[config.mk]
export PLATFORM = sky130hd
export DESIGN_NAME = fg_cfg_dac_ctrl
export DESIGN_NICKNAME = d
export VERILOG_FILES = /design/src/rtl/fg_cfg_dac_ctrl.sv
export SDC_FILE = /design/constraint.sdc
export NUM_CORES = 1
export LEC_CHECK = 0
export BUFFER_PORTS_ARGS = -buffer_cell sky130_fd_sc_hd__buf_4
export CELL_PAD_IN_SITES_DETAIL_PLACEMENT = 0
export CELL_PAD_IN_SITES_GLOBAL_PLACEMENT = 1
export CORE_MARGIN = 2
export CORE_UTILIZATION = 44
export DETAILED_ROUTE_END_ITERATION = 12
export PLACE_DENSITY_LB_ADDON = 0.1
export RECOVER_POWER = 100
export SLEW_MARGIN = 20
export SYNTH_ARGS = -nofsm -noshare
export SYNTH_HDL_FRONTEND = slang
export SYNTH_SLANG_ARGS = --single-unit
[constraint.sdc]
create_clock -name clk -period 4.9 [get_ports clk]
set_input_delay 0.98 -clock clk [delete_from_list [all_inputs] [get_ports clk]]
set_output_delay 0.98 -clock clk [all_outputs]
set_load 0.01 [all_outputs]
[src/rtl/fg_cfg_dac_ctrl.sv]
// Host config bank (shadow/active, synchronised strobe, atomic commit) and a paced parallel-DAC writer
// with a 1-deep pending buffer and a saturating drop counter.
module fg_cfg_dac_ctrl #(
  parameter int NUM_REGS    = 8,
  parameter int REG_W       = 8,
  parameter int ADDR_W      = 4,
  parameter int COMMIT_ADDR = 2**ADDR_W-1,
  parameter int AUTO_COMMIT = 0,
  parameter int SYNC_STAGES = 2,
  parameter int DAC_W       = 8,
  parameter int WR_PULSE    = 2,
  parameter int SETTLE      = 4,
  parameter int DROP_W      = 8
) (
  input  logic                      clk,
  input  logic                      rst_n,
  input  logic                      wr_en_async_i,
  input  logic [ADDR_W-1:0]         addr_i,
  input  logic [REG_W-1:0]          data_i,
  output logic [NUM_REGS*REG_W-1:0] cr_bus_o,
  output logic                      cr_update_o,
  input  logic [DAC_W-1:0]          sample_i,
  input  logic                      sample_valid_i,
  output logic [DAC_W-1:0]          dac_data_o,
  output logic                      dac_wr_n_o,
  output logic                      dac_clr_n_o,
  output logic                      dac_pd_n_o,
  output logic                      busy_o,
  output logic [DROP_W-1:0]         drop_cnt_o
);

  localparam int CNT_MAX = (WR_PULSE > SETTLE) ? WR_PULSE : SETTLE;
  localparam int CNT_W   = (CNT_MAX > 1) ? $clog2(CNT_MAX) : 1;

  typedef enum logic [1:0] {S_IDLE, S_SETUP, S_STROBE, S_SETTLE} dac_state_e;

  logic [SYNC_STAGES-1:0] sync_q, sync_d;
  logic                   sync_prev_q, sync_prev_d;
  logic                   wr_pulse, do_commit;
  logic [REG_W-1:0]       shadow_q [NUM_REGS];
  logic [REG_W-1:0]       shadow_d [NUM_REGS];
  logic [REG_W-1:0]       active_q [NUM_REGS];
  logic [REG_W-1:0]       active_d [NUM_REGS];
  logic                   auto_pend_q, auto_pend_d;
  logic                   cr_update_q, cr_update_d;

  dac_state_e             state_q, state_d;
  logic [CNT_W-1:0]       cnt_q, cnt_d;
  logic [DAC_W-1:0]       dac_data_q, dac_data_d;
  logic                   wr_n_q, wr_n_d;
  logic                   busy_q, busy_d;
  logic                   pend_vld_q, pend_vld_d;
  logic [DAC_W-1:0]       pend_dat_q, pend_dat_d;
  logic [DROP_W-1:0]      drop_q, drop_d;

  always_comb begin
    sync_d      = {sync_q[SYNC_STAGES-2:0], wr_en_async_i};
    sync_prev_d = sync_q[SYNC_STAGES-1];
    wr_pulse    = sync_q[SYNC_STAGES-1] & ~sync_prev_q;
    shadow_d    = shadow_q;
    active_d    = active_q;
    auto_pend_d = 1'b0;
    cr_update_d = 1'b0;
    for (int i = 0; i < NUM_REGS; i++) begin
      if (wr_pulse && addr_i == ADDR_W'(i)) begin
        shadow_d[i] = data_i;
        auto_pend_d = (AUTO_COMMIT != 0);
      end
    end
    // Auto-commit copies the bank one cycle after the shadow write has landed.
    do_commit = auto_pend_q || (wr_pulse && addr_i == ADDR_W'(COMMIT_ADDR));
    if (do_commit) begin
      active_d    = shadow_q;
      cr_update_d = 1'b1;
    end
  end

  always_comb begin
    state_d    = state_q;
    cnt_d      = cnt_q;
    dac_data_d = dac_data_q;
    pend_vld_d = pend_vld_q;
    pend_dat_d = pend_dat_q;
    drop_d     = drop_q;
    case (state_q)
      S_IDLE: begin
        if (pend_vld_q) begin
          dac_data_d = pend_dat_q;
          state_d    = S_SETUP;
          pend_vld_d = sample_valid_i;
          if (sample_valid_i) pend_dat_d = sample_i;
        end else if (sample_valid_i) begin
          dac_data_d = sample_i;
          state_d    = S_SETUP;
        end
      end
      S_SETUP: begin
        state_d = S_STROBE;
        cnt_d   = CNT_W'(WR_PULSE-1);
      end
      S_STROBE: begin
        if (cnt_q == '0) begin
          if (SETTLE == 0) begin
            state_d = S_IDLE;
          end else begin
            state_d = S_SETTLE;
            cnt_d   = CNT_W'(SETTLE-1);
          end
        end else begin
          cnt_d = cnt_q - CNT_W'(1);
        end
      end
      default: begin
        if (cnt_q == '0) state_d = S_IDLE;
        else             cnt_d   = cnt_q - CNT_W'(1);
      end
    endcase
    // A sample arriving mid-transfer parks in pending, displacing any older one.
    if (state_q != S_IDLE && sample_valid_i) begin
      if (pend_vld_q && drop_q != '1) drop_d = drop_q + DROP_W'(1);
      pend_vld_d = 1'b1;
      pend_dat_d = sample_i;
    end
    busy_d = (state_d != S_IDLE);
    wr_n_d = (state_d != S_STROBE);
  end

  always_ff @(posedge clk) begin
    if (!rst_n) begin
      sync_q      <= '0;
      sync_prev_q <= 1'b0;
      shadow_q    <= '{default: '0};
      active_q    <= '{default: '0};
      auto_pend_q <= 1'b0;
      cr_update_q <= 1'b0;
      state_q     <= S_IDLE;
      cnt_q       <= '0;
      dac_data_q  <= '0;
      wr_n_q      <= 1'b1;
      busy_q      <= 1'b0;
      pend_vld_q  <= 1'b0;
      pend_dat_q  <= '0;
      drop_q      <= '0;
    end else begin
      sync_q      <= sync_d;
      sync_prev_q <= sync_prev_d;
      shadow_q    <= shadow_d;
      active_q    <= active_d;
      auto_pend_q <= auto_pend_d;
      cr_update_q <= cr_update_d;
      state_q     <= state_d;
      cnt_q       <= cnt_d;
      dac_data_q  <= dac_data_d;
      wr_n_q      <= wr_n_d;
      busy_q      <= busy_d;
      pend_vld_q  <= pend_vld_d;
      pend_dat_q  <= pend_dat_d;
      drop_q      <= drop_d;
    end
  end

  always_comb begin
    cr_bus_o = '0;
    for (int i = 0; i < NUM_REGS; i++) cr_bus_o[(NUM_REGS-1-i)*REG_W +: REG_W] = active_q[i];
  end

  assign cr_update_o = cr_update_q;
  assign dac_data_o  = dac_data_q;
  assign dac_wr_n_o  = wr_n_q;
  assign dac_clr_n_o = rst_n;
  assign dac_pd_n_o  = 1'b1;
  assign busy_o      = busy_q;
  assign drop_cnt_o  = drop_q;

endmodule

======== After elaboration in Yosys (flattened, before gate mapping) ========
Index checks and enable logic that the tools add are counted.
operators by class
  bitwise operators ....................... 3
  equal/unequal tests ..................... 13
  add/subtract/negate cells ............... 2
  mux-type cells .......................... 17
  reduce and logical (&&, ||, !) cells .... 24
operators by type and width
  operator                                                                  number
  8-bit two-way mux                                                         5
  4-bit by 3-bit == test with 1-bit output (second input constant)          4
  2-bit two-way mux                                                         6
  2-bit one-hot mux with 3 select lines                                     2
  2-bit nonzero test                                                        6
  1-bit logical AND                                                         11
  8-bit by 1-bit adder with 8-bit output (second input constant)            1
  4-bit by 2-bit == test with 1-bit output (second input constant)          2
  8-bit inequality test (second input constant)                             1
  2-bit AND reduction                                                       3
  4-bit by 1-bit == test with 1-bit output (second input constant)          1
  4-bit == test (second input constant)                                     1
  2-bit logical NOT                                                         2
  4-bit logical NOT                                                         1
  1-bit two-way mux                                                         4
  3-bit by 1-bit inequality test with 1-bit output (second input constant)  1
  3-bit AND reduction                                                       1
  2-bit by 1-bit == test with 1-bit output (second input constant)          1
  2-bit == test (second input constant)                                     1
  2-bit inequality test (second input constant)                             1
  1-bit NOT                                                                 2
  2-bit by 1-bit subtractor with 2-bit output (second input constant)       1
  1-bit AND                                                                 1
word-level totals
  register bits ........................... 163
  input bits .............................. 24

======== Longest topological paths before layout ========
Gate-level depths: netlist (run 1).
  depth in word-level cells ............... 4
  depth in mapped cells ................... 7
  depth with buffers taken out ............ 6

======== Worst setup path before layout (run 1) ========
OpenSTA, ideal clock, no wires.
  kind .................................... input-to-output
  start point ............................. input rst_n
  end point ............................... output dac_clr_n_o
  stages .................................. 1
  setup slack ............................. 2.821 ns
  buffers on the path ..................... 1
  arrival ................................. 1.099 ns
  cell sequence ........................... buf_4
RTL lines
  what                line  text
  start: declaration  16    input logic rst_n,
  end: declaration    26    output logic dac_clr_n_o,
No word-level cell between the ends.

======== Worst setup path in the final report (run 1) ========
  start point ............................. input rst_n
  end point ............................... register drop_q[4] (netlist: drop_cnt_o[4])
RTL lines
  what                    line  text
  end signal: assignment  158   drop_q <= drop_d;
  end: declaration        54    logic [DROP_W-1:0] drop_q, drop_d;
No word-level cell between the ends.

==> results of run 1 <==
[final cells by class]
class | count | area, um^2
multi-input cells | 472 | 2460
well taps | 176 | 220
clock inverters | 10 | 82.6
flip-flops and latches | 163 | 3260
fillers | 1380 | 6310
repair buffers | 110 | 495
clock buffers | 22 | 474
inverters | 10 | 38.8
[cell families after synthesis]
family | count (synthesis) | synth area share, %
AO/OA/AOI/OAI | 148 | 13.2
XOR/XNOR | 1 | 0.145
adder cells (fa/ha/maj) | 7 | 1.45
buffers and inverters | 59 | 5.28
flip-flops | 163 | 54.0
multiplexers | 33 | 5.46
other | 1 | 0.0620
AND/OR/NAND/NOR | 282 | 20.4
[worst max-delay path by stage]
stage | depth (start not counted) | end | from | slack [ns]
6_report | 4 | drop_cnt_o[4] | rst_n | 1.81
5_1_grt | 4 | dac_data_o[0] | rst_n | 1.52
2_1_floorplan | 1 | dac_clr_n_o | rst_n | 2.82
3_5_place_dp | 5 | shadow_q[57] | addr_i[3] | 1.84
4_1_cts | 2 | dac_clr_n_o | rst_n | 2.29
3_3_place_gp | 4 | drop_cnt_o[4] | rst_n | 1.88
[power by group]
group | total, mW | internal [mW] | switching, mW
combinational | 0.379 | 0.154 | 0.224
sequential | 1.45 | 1.39 | 0.0546
clock | 1.24 | 0.733 | 0.510
total | 3.07 | 2.28 | 0.789
[flip-flops by register name (all words and copies together) (netlist names)]
register,count
cr_bus_o,64
shadow_q,64
dac_data_o,8
drop_cnt_o,8
pend_dat_q,8
cnt_q,2
state_q,2
sync_q,2
busy_o,1
cr_update_o,1
dac_wr_n_o,1
pend_vld_q,1
sync_prev_q,1
[per-stage QoR]
stage / util [%] / power, mW / setup slack, ns / hold WS [ns]
floorplan: - / 1.75 / 2.82 / 0.412
global placement: 51.1 / 1.87 / 1.88 / 0.425
detailed placement: 51.1 / 1.88 / 1.84 / 0.430
CTS: 55.2 / 3.12 / 2.29 / 0.439
global route: 52.7 / 3.21 / 1.52 / 0.464
finish: 52.7 / 3.07 / 1.81 / 0.434
[placed cells by master (no fill, tap or decap), types with 3 or more instances in the layout]
cell type,instances
and2_1,3
nand3b_1,3
clkbuf_8,3
nand2_1,160
ha_1,7
clkbuf_1,90
buf_4,22
mux2i_1,33
clkbuf_16,17
dfxtp_1,163
inv_1,9
nor2_1,41
clkinv_2,7
o21ai_0,41
nand3_1,54
nand2b_1,3
a211oi_1,8
a21oi_1,87
clkinvlp_4,3
[per-layer routing]
layer	routed length, um	vias up	part of all wire [%]	track usage (%)
met5	0	-	0	0
met4	275	0	2.0	7.97
met3	797	20	5.7	6.02
met2	6340	105	45	30.6
met1	6670	2204	47	25.6
li1	-	2504	-	-
[critical path, stage by stage]
cell      delay (ns)
buf_4           0.43
clkinv_2        0.72
clkbuf_1        0.81
o31ai_1         0.45
==> flow_metrics.py, run 1 <==
metrics = {
    "route": {
        "firstDrtPassIters": 4,
        "finalWirelength_um": 14100,
        "drc": 0,
        "vias_per_cell": 5.02,
        "first_iter_violations": 307,
        "antenna_left": 0,
        "wl_per_cell_um": 14.6,
        "dr_total_vias": 4833,
    },
    "floorplanning": {
        "num_rows": 42,
        "die_h_um": 121,
        "ioPinCount": 109,
        "die_area_mm2": 0.0147,
        "core_area_mm2": 0.0133,
        "initial_core_util_pct": 45.3,
        "die_w_um": 121,
    },
    "sta": {
        "maxSlewViolCount": 39,
        "tns_ns": 0,
        "worst-slew-pin-transition_ns": 1.67,
        "period_minus_slack_ns": 3.09,
        "final_hold_viol_count": 0,
        "clock.fmax_mhz": 324,
        "setup_viol": 0,
        "skew_ns": 0.00851,
        "rsz0062_at_grt": "no",
        "relSlewSlack_pct": -11.3,
        "finalCritPeriodShare_pct": 63.1,
    },
    "critical_path": {
        "endpoint_kind": "register",
        "ff2ff_path_depth": 4,
        "reg2reg_setup_slack_ns": 2.85,
        "crit_fanout": 54,
        "r2r-start": "pend_vld_q",
        "start_kind": "input port",
        "path_class": "input port to register",
        "worstPathRequired_ns": 5.23,
        "arrival_ns": 3.42,
        "reg2reg_to": "dac_data_o[5]",
    },
    "clock_tree": {
        "clockBufferDepth": 2,
        "cts_htree_levels": 4,
        "cts_buffers": 17,
        "cts.sinks": 163,
        "cts_hold_buf": 0,
        "cts_tree": "done",
        "ctsResizeCount": 0,
        "insertion_delay_ns": 0.43,
        "post_cts_buffers": 0,
        "cts.root.buffer_cell": "clkbuf_16",
        "clk_pin_slew_worst_paths_ns": 0.06,
    },
    "place": {
        "place_area_mm2": 0.00682,
        "place_congestion": 0.783,
        "numPortBuffers": 107,
        "dp_hpwl_um": 9690,
        "dp.cells": 931,
    },
    "logic_synthesis": {
        "yosys-top-cells-area": "dfxtp_1 (54%), nand2_1 (9.9%), a21oi_1 (7.2%)",
        "seq_area_frac_synth_pct": 54.0,
        "postSynthCellCount": 694,
        "ys_warn_count": 0,
        "synth_most_common_cell": "dfxtp_1",
        "synth_ff_type": "dfxtp_1",
        "synth_area_mm2": 0.00605,
        "post_synth.cell_area_avg_um2": 8.71,
        "synth_common_cells": "dfxtp_1 (163), nand2_1 (160), a21oi_1 (87)",
        "yosysTopAreaCellShare_pct": 54.0,
        "async_reset_ff_share_pct": 0,
        "synth_edf_count": 0,
        "synth_largest_area_cell": "dfxtp_1",
        "ys_seq_elements": 163,
        "synth_nets": 725,
        "ys_types": 42,
    },
    "run_status": {
        "violations": "capacitance limit, slew limit",
        "status": "complete, but fails checks",
    },
    "finish": {
        "layout-drive-gt1-share_pct": 7.50,
        "final_nets": 805,
        "diodes": 0,
        "area_growth_pct": 16.4,
        "final_area_mm2": 0.00704,
        "instances_no_fill": 963,
    },
    "global_routing": {
        "grt_pass1_vias": 4436,
        "grt_max_degree": 65,
        "grt_pass1_wl_um": 22200,
        "overflow": 0,
        "grt.total_usage_pct": 19.7,
        "antenna_found_initial": 0,
    },
    "worst_hold_path": {
        "hp-start": "sync_q[0]",
        "hold_depth": 1,
        "hp-class": "register to register",
        "hold_end": "sync_q[1]",
    },
    "job": {
        "maxCapViolCount": 1,
    },
    "power_and_ir_drop": {
        "p_leak_nw": 2.49,
        "vdd_drop_max_uv": 218,
        "powerDensity_mw_per_mm2": 436,
    },
}
Power figures use the tool's default switching activity.
==> run 2: changes to the inputs <==
CORE_UTILIZATION = 37   (was 44)
clock period = 2.8 ns   (was 4.9 ns; I/O delays follow)
==> run 2 against run 1 <==
The run now ends clean. Die area up 18%. Utilization shrank 7.4 points. Largest cell class unchanged. Non-clock buffer count grew 3. Sequential share of layout area decreased by 1.2 points. Worst hold slack lost 0.086 ns. Wire length increased by 6.1%.
==> flow_metrics.py, run 2 (synthesized netlist as in run 1, its figures left out) <==
metrics = {
    "run_status": {
        "status": "complete, no violations",
    },
    "floorplanning": {
        "initial_core_util_pct": 37.9,
        "die_area_mm2": 0.0174,
        "num_rows": 46,
        "core_area_mm2": 0.0159,
        "die_h_um": 132,
        "die_w_um": 132,
        "ioPinCount": 109,
    },
    "sta": {
        "tns_ns": 0,
        "relSlewSlack_pct": 21.1,
        "setup_ws_ns": 0.650,
        "period_minus_slack_ns": 2.15,
        "final_hold_viol_count": 0,
        "rsz0062_at_grt": "no",
        "worst-slew-pin-transition_ns": 1.18,
        "clock.fmax_mhz": 465,
        "finalCritPeriodShare_pct": 76.8,
        "maxSlewViolCount": 0,
        "skew_ns": 0.00654,
        "setup_viol": 0,
    },
    "critical_path": {
        "reg2reg_to": "pend_dat_q[4]",
        "crit_fanout": 97,
        "worstPathRequired_ns": 3.14,
        "endpoint_kind": "register",
        "start_kind": "input port",
        "ff2ff_path_depth": 6,
        "arrival_ns": 2.49,
        "r2r-start": "state_q[1]",
        "path_class": "input port to register",
        "reg2reg_setup_slack_ns": 0.80,
    },
    "global_routing": {
        "grt_pass1_vias": 4464,
        "grt_pass1_wl_um": 23500,
        "grt_max_degree": 98,
        "overflow": 0,
        "antenna_found_initial": 0,
        "grt.total_usage_pct": 17.0,
    },
    "worst_hold_path": {
        "hold_end": "sync_q[0]",
        "hp-start": "wr_en_async_i",
        "hp-class": "input port to register",
        "hold_depth": 2,
    },
    "clock_tree": {
        "clockBufferDepth": 2,
        "insertion_delay_ns": 0.42,
        "cts_buffers": 17,
        "cts.root.buffer_cell": "clkbuf_16",
        "cts_hold_buf": 0,
        "cts_htree_levels": 4,
        "ctsResizeCount": 0,
        "clk_pin_slew_worst_paths_ns": 0.06,
        "cts.sinks": 163,
        "cts_tree": "done",
        "post_cts_buffers": 0,
    },
    "place": {
        "pre_cts_ws_ns": 0.738,
        "place_area_mm2": 0.00693,
        "dp_hpwl_um": 10200,
        "place_congestion": 0.797,
        "numPortBuffers": 107,
    },
    "route": {
        "dr_total_vias": 4895,
        "wl_per_cell_um": 14.8,
        "firstDrtPassIters": 4,
        "vias_per_cell": 4.87,
        "drc": 0,
        "first_iter_violations": 316,
        "antenna_left": 0,
        "finalWirelength_um": 14900,
    },
    "power_and_ir_drop": {
        "vdd_drop_max_uv": 430,
        "total_power_mw": 5.67,
        "powerDensity_mw_per_mm2": 785,
        "p_leak_nw": 2.57,
    },
    "finish": {
        "final_nets": 808,
        "mostFrequentLayoutCells": "dfxtp_1 (163), nand2_1 (160), clkbuf_1 (88), a21oi_1 (87), nand3_1 (54)",
        "mostFrequentLayoutCell": "dfxtp_1",
        "regArea_mm2": 0.00326,
        "layout-drive-gt1-share_pct": 8.10,
        "multi_input_area_mm2": 0.00246,
        "area_growth_pct": 19.5,
        "fill_cells": 1693,
        "final_area_mm2": 0.00723,
        "diodes": 0,
    },
    "job": {
        "maxCapViolCount": 0,
    },
}
[run 2: cell count changes in the layout (fill, tap and decap cells not counted), sizes merged]
cell | before | now
buf | 22 | 28
bufinv | 1 | 4
clkinv | 7 | 4
clkbuf | 110 | 108
clkinvlp | 3 | 2
[run 2: final cells by class]
cell class	count	share of cell area, %
sequential	163	45.2
tap	216	3.74
timing repair buffer	113	7.84
inverter	10	0.537
clock inverter	9	2.09
clock buffer	23	6.61
multi-input combinational	472	34.0
[run 2: power breakdown]
part / switching [mW] / internal [mW] / leakage [nW]
Combinational: 0.398 / 0.284 / 0.945
Sequential: 0.0959 / 2.44 / 1.32
Clock: 0.901 / 1.56 / 0.307
[run 2: worst max-delay path: stages]
cell and delay (ns):
buf_4 0.26, clkinvlp_2 0.86, buf_12 0.52, a21oi_1 0.20
[run 2: stage by stage]
stage	hold slack, ns	util, %	instances
after CTS	0.338	47.4	1006
after global placement	0.431	43.5	974
after global routing	0.355	45.3	1006
after floorplan	0.412	-	694
after detailed placement	0.434	43.5	974
final	0.348	45.3	1006
[run 2: how the worst max path moves through the flow]
| stage | cells after the start | startpoint | slack (ns) | end |
|---|---|---|---|---|
| 2_1_floorplan | 7 | state_q[0] | 1.18 | drop_cnt_o[7] |
| 4_1_cts | 4 | pend_vld_q | 0.82 | drop_cnt_o[7] |
| 6_report | 4 | rst_n | 0.65 | cr_bus_o[12] |
| 3_3_place_gp | 6 | addr_i[1] | 0.79 | cr_bus_o[57] |
| 5_1_grt | 4 | rst_n | 0.52 | shadow_q[61] |
| 3_5_place_dp | 6 | addr_i[1] | 0.74 | cr_bus_o[36] |
[run 2: routing by layer]
| metal | track usage (%) | routed length, um |
|---|---|---|
| met3 | 4.46 | 739 |
| met5 | 0 | 0 |
| met4 | 6.22 | 120 |
| met1 | 21.6 | 6900 |
| met2 | 28.0 | 7180 |
==> run 3: changes to the inputs <==
ABC_AREA = 1   (was default)
CORE_UTILIZATION = 41   (was 37)
clock period = 2.1 ns   (was 2.8 ns; I/O delays follow)
==> run 3 against run 2 <==
Via count is 15% higher. Sequential cell count stayed put. Non-clock buffer count is 13 higher. Register-to-register slack worse by 0.52 ns. Power is 27% higher.
==> flow_metrics.py, run 3 <==
metrics = {
    "critical_path": {
        "start_kind": "register",
        "endpoint_kind": "register",
        "arrival_ns": 2.18,
        "reg2reg_setup_slack_ns": 0.28,
        "worstPathRequired_ns": 2.46,
        "cp_slowest_cell": "dfxtp_1",
        "crit_cells": 10,
        "reg2reg_to": "drop_cnt_o[7]",
        "critPathMostFrequentCell": "nor2_1",
        "crit_chain": "inv_1 -> ha_1 -> inv_1 -> nand2_1 -> nor2_1 -> clkbuf_2 -> nand2_1 -> nor2_1 -> nor2_1 -> nor2_1",
        "path_class": "register to register",
        "crit_fanout": 12,
        "cp.buffers_inverters": 3,
        "slowest_delay_ns": 0.44,
        "ff2ff_path_depth": 10,
        "critPathLaunch": "state_q[0]",
        "r2r-start": "state_q[0]",
        "critical-path-top-delay-family": "simple AND/OR/NAND/NOR gates",
    },
    "clock_tree": {
        "cts.sinks": 163,
        "cts_hold_buf": 0,
        "clk_pin_slew_worst_paths_ns": 0.06,
        "clockBufferDepth": 2,
        "post_cts_buffers": 0,
        "ctsResizeCount": 0,
        "cts_tree": "done",
        "cts_buffers": 17,
        "cts_htree_levels": 4,
        "cts.root.buffer_cell": "clkbuf_16",
        "insertion_delay_ns": 0.42,
    },
    "global_routing": {
        "grtUsageMet1_pct": 27.4,
        "grt_max_degree": 54,
        "grt_pass1_wl_um": 26200,
        "grt_pass1_vias": 5302,
        "antenna_found_initial": 0,
        "top_usage_layer": "met2",
        "gr-usage-met3_pct": 4.83,
        "use_met2_pct": 31.1,
        "overflow": 0,
        "grt.total_usage_pct": 19.9,
    },
    "worst_hold_path": {
        "hp-class": "input port to register",
        "hp-start": "wr_en_async_i",
        "hold_end": "sync_q[0]",
        "hold_depth": 3,
    },
    "logic_synthesis": {
        "post_synth.cell_area_avg_um2": 7.87,
        "seq_area_frac_synth_pct": 50.8,
        "synth_nets": 847,
        "synth_ff_type": "dfxtp_1",
        "yosysTopAreaCellShare_pct": 50.8,
        "synth_edf_count": 0,
        "postSynthCellCount": 816,
        "ys_types": 29,
        "synth_most_common_cell": "dfxtp_1",
        "synth_area_mm2": 0.00642,
        "async_reset_ff_share_pct": 0,
        "yosys-top-cells-area": "dfxtp_1 (51%), a21oi_1 (10%), nand3_1 (9.7%)",
        "synth_largest_area_cell": "dfxtp_1",
        "synth_common_cells": "dfxtp_1 (163), nand2_1 (162), a21oi_1 (129)",
        "ys_warn_count": 0,
        "ys_seq_elements": 163,
    },
    "finish": {
        "diodes": 0,
        "mostFrequentLayoutCells": "dfxtp_1 (163), nand2_1 (162), a21oi_1 (129), nand3_1 (125), clkbuf_1 (90)",
        "final_nets": 933,
        "instances_no_fill": 1124,
        "mostFrequentLayoutCell": "dfxtp_1",
        "fin_util_pct": 48.9,
        "area_growth_pct": 16.3,
        "final_area_mm2": 0.00747,
        "layout-drive-gt1-share_pct": 8.43,
    },
    "route": {
        "vias_per_cell": 5.02,
        "finalWirelength_um": 16100,
        "wl_per_cell_um": 14.3,
        "antenna_left": 0,
        "drc": 0,
        "firstDrtPassIters": 5,
        "dr_total_vias": 5647,
        "first_iter_violations": 328,
    },
    "power_and_ir_drop": {
        "vdd_drop_max_uv": 532,
        "total_power_mw": 7.18,
        "p_leak_nw": 2.68,
        "powerDensity_mw_per_mm2": 962,
    },
    "place": {
        "dp.cells": 1094,
        "dp_hpwl_um": 10700,
        "pre_cts_ws_ns": 0.364,
        "place_area_mm2": 0.00725,
        "place_congestion": 0.798,
        "numPortBuffers": 107,
    },
    "job": {
        "maxCapViolCount": 0,
    },
    "sta": {
        "worst-slew-pin-transition_ns": 0.772,
        "setup_viol": 0,
        "final_hold_viol_count": 0,
        "period_minus_slack_ns": 1.82,
        "relSlewSlack_pct": 48.5,
        "tns_ns": 0,
        "maxSlewViolCount": 0,
        "hold_ws_ns": 0.203,
        "skew_ns": 0.00726,
        "rsz0062_at_grt": "no",
        "setup_ws_ns": 0.281,
        "finalCritPeriodShare_pct": 86.6,
        "clock.fmax_mhz": 550,
    },
    "floorplanning": {
        "die_h_um": 129,
        "ioPinCount": 109,
        "die_area_mm2": 0.0167,
        "core_area_mm2": 0.0153,
        "num_rows": 45,
        "die_w_um": 129,
        "initial_core_util_pct": 42.1,
    },
    "run_status": {
        "status": "complete, no violations",
    },
}
-- run 3: cell count changes after synthesis, moves of 4 or more --
cell      previous run  this run
nor2_1              41        61
a211oi_1             8         0
and2_1               4         0
a21oi_1             87       129
nand3_1             55       125
clkbuf_1            21        27
inv_1               10        42
mux2i_1             33         0
buf_12               0         6
buf_4                6        10
o21ai_0             41        46
-- run 3: per-layer routing --
| metal | wire length (um) | up-vias |
|---|---|---|
| met3 | 1060 | 10 |
| li1 | - | 2864 |
| met1 | 7550 | 2639 |
| met5 | 0 | - |
| met4 | 136 | 0 |
| met2 | 7330 | 134 |
-- run 3: cell families after synthesis --
| kind of cell | count (synthesis) | synth area share [%] |
|---|---|---|
| simple gates | 363 | 24.6 |
| flops | 163 | 50.8 |
| compound gates | 178 | 14.0 |
| xor+xnor | 1 | 0.136 |
| buf+inv | 103 | 9.01 |
| other cells | 1 | 0.0584 |
| fa+ha+maj | 7 | 1.36 |
-- run 3: worst max-delay path by stage --
stage	to
floorplan	drop_cnt_o[4]
global route	drop_cnt_o[7]
global placement	shadow_q[5]
finish	drop_cnt_o[7]
detailed placement	shadow_q[7]
CTS	pend_dat_q[0]
-- run 3: final cells by class --
| cell class | instances | area, um^2 |
|---|---|---|
| flip-flops and latches | 163 | 3260 |
| multi-input cells | 550 | 2580 |
| inverters | 44 | 166 |
| fillers | 1544 | 7790 |
| clock buffers | 24 | 472 |
| repair buffers | 126 | 644 |
| well taps | 211 | 264 |
| clock inverters | 6 | 80.1 |
-- run 3: power breakdown --
group / leakage (nW) / internal, mW / switching [mW] / total (mW)
Clock: 0.274 / 1.79 / 1.16 / 2.95
Sequential: 1.32 / 3.27 / 0.101 / 3.37
Combinational: 1.09 / 0.287 / 0.566 / 0.852
-- run 3: worst reg2reg max path: cells and delay by family (launching register included) --
family	cells	cell delay [ns]
fa+ha+maj	1	0.26
simple gates	6	0.62
flops	1	0.44
buf+inv	3	0.46
